--- config.mk ---
export PLATFORM = sky130hd
export DESIGN_NAME = msg_addr_sequencer
export DESIGN_NICKNAME = d
export VERILOG_FILES = /design/src/rtl/msg_addr_sequencer.sv
export SDC_FILE = /design/constraint.sdc
export NUM_CORES = 1
export LEC_CHECK = 0
export BUFFER_PORTS_ARGS = -buffer_cell sky130_fd_sc_hd__clkbuf_2
export CAP_MARGIN = 25
export CORE_MARGIN = 10
export CORE_UTILIZATION = 45
export CTS_BUF_LIST = sky130_fd_sc_hd__clkbuf_4 sky130_fd_sc_hd__clkbuf_8
export DETAILED_ROUTE_END_ITERATION = 6
export PLACE_DENSITY = 0.72
export SETUP_SLACK_MARGIN = 0.15
export SYNTH_ARGS = -nofsm -noshare
export SYNTH_HDL_FRONTEND = slang
export SYNTH_SLANG_ARGS = --single-unit
--- constraint.sdc ---
create_clock -name clock -period 2.99 [get_ports clock]
set_clock_uncertainty 0.2 [all_clocks]
set_input_delay 0.1495 -clock clock [delete_from_list [all_inputs] [get_ports clock]]
set_output_delay 0.1495 -clock clock [all_outputs]
set_load 0.05 [all_outputs]
--- src/rtl/msg_addr_sequencer.sv ---
// Purpose: read-address sequencer for the SHA-256 message buffer (base, length, up/down, wrap).
// Latency: first address valid the cycle after an accepted start; completion pulse one cycle after the last handshake.
// Backpressure: addr_ready low holds address and count; abort cancels without a completion pulse.
module msg_addr_sequencer #(
  parameter int ADDR_WIDTH = 6,
  parameter int LEN_WIDTH  = 7
) (
  input  logic                  clock,
  input  logic                  reset,
  input  logic                  start,
  input  logic [ADDR_WIDTH-1:0] base_addr,
  input  logic [LEN_WIDTH-1:0]  length,
  input  logic                  count_down,
  input  logic                  abort,
  input  logic                  addr_ready,
  output logic [ADDR_WIDTH-1:0] read_address,
  output logic                  addr_valid,
  output logic                  busy,
  output logic [LEN_WIDTH-1:0]  words_remaining,
  output logic                  read_complete
);

  typedef enum logic [1:0] {
    S_IDLE = 2'd0,
    S_RUN  = 2'd1,
    S_DONE = 2'd2
  } state_t;

  state_t                state_q, state_nxt;
  logic [ADDR_WIDTH-1:0] addr_q, addr_nxt;
  logic [LEN_WIDTH-1:0]  rem_q, rem_nxt;
  logic                  dir_q, dir_nxt;

  // State and datapath registers; reset wins over any in-flight request.
  always_ff @(posedge clock) begin
    if (reset) begin
      state_q <= S_IDLE;
      addr_q  <= '0;
      rem_q   <= '0;
      dir_q   <= 1'b0;
    end else begin
      state_q <= state_nxt;
      addr_q  <= addr_nxt;
      rem_q   <= rem_nxt;
      dir_q   <= dir_nxt;
    end
  end

  // Next-state and datapath update: abort beats start/handshake, last handshake ends the run
  // without stepping the address so it keeps showing the final word issued.
  always_comb begin
    state_nxt = state_q;
    addr_nxt  = addr_q;
    rem_nxt   = rem_q;
    dir_nxt   = dir_q;
    case (state_q)
      S_IDLE: begin
        if (start && !abort) begin
          addr_nxt  = base_addr;
          rem_nxt   = length;
          dir_nxt   = count_down;
          state_nxt = (length == '0) ? S_DONE : S_RUN;
        end
      end
      S_RUN: begin
        if (abort) begin
          state_nxt = S_IDLE;
          rem_nxt   = '0;
        end else if (addr_ready) begin
          if (rem_q == LEN_WIDTH'(1)) begin
            state_nxt = S_DONE;
            rem_nxt   = '0;
          end else begin
            addr_nxt = dir_q ? (addr_q - ADDR_WIDTH'(1)) : (addr_q + ADDR_WIDTH'(1));
            rem_nxt  = rem_q - LEN_WIDTH'(1);
          end
        end
      end
      S_DONE: begin
        state_nxt = S_IDLE;
      end
      default: begin
        state_nxt = S_IDLE;
      end
    endcase
  end

  // Outputs decode purely from registered state; no input-to-output path.
  always_comb begin
    read_address    = addr_q;
    words_remaining = rem_q;
    addr_valid      = (state_q == S_RUN);
    busy            = (state_q != S_IDLE);
    read_complete   = (state_q == S_DONE);
  end

endmodule

# == Word-level counts from Yosys, hierarchy flattened ==
# Index checks and enable logic that the tools add are counted.
# totals
output_inout_bits,16
wordCells,43
reg_bits,16
inputBits,19
# op_classes
n_mux,17
n_reduce_logical,10
add_sub_neg,3
n_eq_ne,9
# op_table
operator,n
two-way mux 6 bit,5
two-way mux 7 bit,4
case mux 7 bit (2 select lines),1
case mux 6 bit (2 select lines),1
two-way mux 2 bit,5
!= test 2 bit (second input constant),4
== test 7 x 1 -> 1 bit (second input constant),1
logical NOT 7 bit,1
subtractor 7 x 1 -> 7 bit (second input constant),1
adder 6 x 1 -> 6 bit (second input constant),1
AND reduction 3 bit,2
subtractor 6 x 1 -> 6 bit (second input constant),1
AND reduction 5 bit,1
case mux 2 bit (2 select lines),1
nonzero test 2 bit,2
!= test 3 x 2 -> 1 bit (second input constant),1
!= test 3 bit (second input constant),1
== test 2 x 1 -> 1 bit (second input constant),1
== test 2 bit (second input constant),1
logical NOT 2 bit,1
AND reduction 2 bit,1
logical AND 1 bit,1
logical NOT 1 bit,1

# == Logic depth before layout (Yosys ltp) ==
# logic_depth
ltp_word,6
mapped_depth,8

# == Worst setup path before layout ==
# No wires, ideal clock.
# synth_timing
path_type,register -> register
start,"register rem_q[1], in the netlist words_remaining[1]"
end,"register addr_q[1], in the netlist read_address[1]"
t_required_ps,2704
path_slack_ps,746
n_path_buf,1
stages_incl_launch_ff,9
setup_time_ps,86
t_arrival_ps,1958
period_less_slack_ps,2244
cell_sequence,dfxtp_1 -> inv_1 -> ha_1 -> inv_1 -> nor3_2 -> a211oi_2 -> buf_2 -> nor2_1 -> a211oi_1
# synth_between
elab_chain_len,3
# synth_rtl
element,line_no,source
from (decl),31,"logic [LEN_WIDTH-1:0] rem_q, rem_nxt;"
from (signal assigned),44,rem_q <= rem_nxt;
== test 7 x 1 -> 1 bit,70,if (rem_q == LEN_WIDTH'(1)) begin
!= test 2 bit (no line),--,
AND reduction 5 bit (no line),--,
to (signal assigned),43,addr_q <= addr_nxt;
to (decl),30,"logic [ADDR_WIDTH-1:0] addr_q, addr_nxt;"
# Every way passes these cells.
# A chain may end at the register's enable or synchronous reset.

# == Worst setup path in the final report ==
# layout_timing
start,register state_q[0]
end,"register addr_q[0], in the netlist read_address[0]"
# layout_between
elab_chain_len,3
# layout_rtl
element,line_no,source
from (decl),29,"state_t state_q, state_nxt;"
from (signal assigned),42,state_q <= state_nxt;
== test 2 x 1 -> 1 bit / logical NOT 2 bit (equally long branches),56,case (state_q)
!= test 2 bit (no line) / nonzero test 2 bit (equally long branches),--,
AND reduction 5 bit (no line),--,
# Several ways; a longest one is shown, not always the timed one.

==> results.sh <==
export IMPL_run_status="complete, no violations"
export IMPL_grt_busiest_layer="met2"
export IMPL_cts_tree="yes"
export IMPL_cts_resized_gates=0
export IMPL_netlist_area_um2=1120
export IMPL_tightest_slew_ns=0.747
export IMPL_syn_num_nets=165
export IMPL_htree_levels=1
export IMPL_power_total_uw=636
export IMPL_hp_class="primary input to flop"
export IMPL_whs_ns=0.00416
export IMPL_num_vias=1215
export IMPL_path_max_fanout=13
export IMPL_antenna_found_initial=0
export IMPL_setup_tns_ns=0
export IMPL_rsz0062_at_grt="no"
export IMPL_synth_largest_area_cell="dfxtp_1"
export IMPL_via_per_inst=5.79
export IMPL_rows=18
export IMPL_drive_above_1_share=0.272
export IMPL_dr_pass1_iters=4
export IMPL_die_h_um=69.9
export IMPL_max_freq_mhz=383
export IMPL_synth_area_top_cells="dfxtp_1, ha_1, a21oi_1"
export IMPL_dieArea_um2=4890
export IMPL_io_pins=35
export IMPL_ir_drop_v=0.000237
export IMPL_ant_nets=0
export IMPL_use_met3=0.0381
export IMPL_grt_use_total=0.125
export IMPL_grt_overflow=0
export IMPL_netlist_area_leader_share=0.286
export IMPL_min_period_over_period=0.873
export IMPL_place_hpwl_um=2480
export IMPL_synthMuxAreaShare=0.0190
export IMPL_use_met1=0.158
export IMPL_grt_use_met2=0.193
export IMPL_ys_ff_latch=16
export IMPL_synth_xor_area_frac=0.0156
export IMPL_areaGrowthSynthToFinish_pct=25.9
export IMPL_synth_simple_area_share=0.184
export IMPL_wl_per_cell_um=15.1
export IMPL_insertion_delay_ns=0.29
export IMPL_slew_violations=0
export IMPL_grt_pass1_wl_um=5200
export IMPL_synth_edff_count=0
export IMPL_drv_cap=0
export IMPL_cts_buffers_inserted=3
export IMPL_ys_seq_area_frac=0.286
export IMPL_worst_setup_path_end_kind="flop"
export IMPL_cts_buffer_depth=2
export IMPL_worstPathRequired_ns=3.01
export IMPL_yosysWarningCount=0
export IMPL_synth_top_family_by_area="compound AO/OA/AOI/OAI gates"
export IMPL_die_w_um=69.9
export IMPL_clock_tree_root_cell="clkbuf_4"
export IMPL_gp_congestion=0.902
export IMPL_async_flop_share=0
export IMPL_antennaDiodeCount=0
export IMPL_nNetsFinal=208
export IMPL_portBuffers=34
export IMPL_ys_types=42
export IMPL_cp_arrival_ns=2.63
export IMPL_first_global_vias=1110
export IMPL_synth_compound_area_share=0.339
export IMPL_syn_avg_cell_area_um2=8.07
export IMPL_drt_iter0_markers=133
export IMPL_start_util=0.461
export IMPL_finalHoldViolations=0
export IMPL_relSlewSlack=0.501
export IMPL_leakage_uw=0.000660
export IMPL_drc=0
export IMPL_grt_max_degree=14
export IMPL_synthFlopType="dfxtp_1"
export IMPL_startpoint_type="flop"
export IMPL_yosys_cell_count_top_type="dfxtp_1"
export IMPL_wl_um=3170
export IMPL_crit_type="flop to flop"
export IMPL_period_needed_ns=2.61
export IMPL_clk_pin_slew_ns=0.10
export IMPL_synth_fa_ha_area_frac=0.0848
export IMPL_core_region_area_um2=2430
export IMPL_synth_common_cells="dfxtp_1, inv_1, nor2_1"
export IMPL_p_per_area_nw_per_um2=450
export IMPL_synthCells=139
export IMPL_clock_sinks=16
export IMPL_setup_violations=0
-- stage by stage --
step / instance area (um^2) / std cells / utilization / worst slack (ns)
floorplan: 1120 / 139 / - / 0.746
global placement: 1310 / 199 / 0.538 / 0.559
detailed placement: 1310 / 199 / 0.538 / 0.418
CTS: 1410 / 210 / 0.580 / 0.400
global route: 1410 / 210 / 0.580 / 0.191
finish: 1410 / 210 / 0.580 / 0.379
-- logic make-up after synthesis --
group / count (synthesis)
fa+ha+maj: 7
flops: 16
simple gates: 41
buf+inv: 20
mux: 2
xor+xnor: 2
compound gates: 51
-- path summary, 6_finish.rpt --
path                   start         endpoint  slack (ns)  cells past startpoint
min                    reset  read_address[0]       0.004                      2
min reg2reg  read_address[2]  read_address[2]        0.34                      2
max reg2reg       state_q[0]  read_address[0]        0.38                      6
max               state_q[0]  read_address[0]        0.38                      6
-- layout make-up --
class	count	area [um^2]
fillers	216	1020
multi-input cells	103	721
flip-flops and latches	16	320
repair buffers	42	250
inverters	16	60.1
well taps	30	37.5
clock buffers	3	22.5
-- cell usage in the layout (no fill, tap or decap), types with 2 or more instances in the layout --
| cell | instances |
|---|---|
| o21ai_0 | 6 |
| ha_1 | 6 |
| nor2_1 | 14 |
| clkbuf_4 | 3 |
| nor3_1 | 4 |
| a32o_2 | 3 |
| o21ai_1 | 4 |
| a211oi_1 | 8 |
| dfxtp_1 | 16 |
| o32ai_1 | 2 |
| and3_1 | 2 |
| a211oi_2 | 2 |
| nor2b_1 | 3 |
| nand2_1 | 8 |
| nand3_1 | 3 |
| a31oi_1 | 2 |
| inv_1 | 15 |
| clkbuf_2 | 34 |
| nand4_1 | 2 |
| a21oi_1 | 13 |
| a21o_1 | 2 |
| dlygate4sd3_1 | 8 |
-- layer usage --
| metal | vias up | part of all wire |
|---|---|---|
| met5 | - | 0 |
| met4 | 0 | 0.017 |
| met3 | 6 | 0.080 |
| li1 | 602 | - |
| met2 | 48 | 0.45 |
| met1 | 559 | 0.45 |
-- flip-flops by register name, summed over array words and instances, names as in the netlist --
register / cells
state_q: 2
words_remaining: 7
dir_q: 1
read_address: 6
-- worst max-delay path, cell delays in order (launching register included) --
cell      delay [ns]
dfxtp_1         0.53
nand2b_2        0.23
inv_2           0.22
a22oi_1         0.12
a211oi_2        0.66
o21ai_0         0.27
a221oi_2        0.30
-- power breakdown --
part           internal [uW]  switching, uW
logic                   87.7            172
registers                232           24.8
clock network           46.9           72.6
total                    366            269
-- timing repair --
item	CTS	global route
setup endpoints to repair	0	0
hold buffers	8	0
hold endpoints to repair	8	0
buffers inserted	0	0
Power figures use the tool's default switching activity.
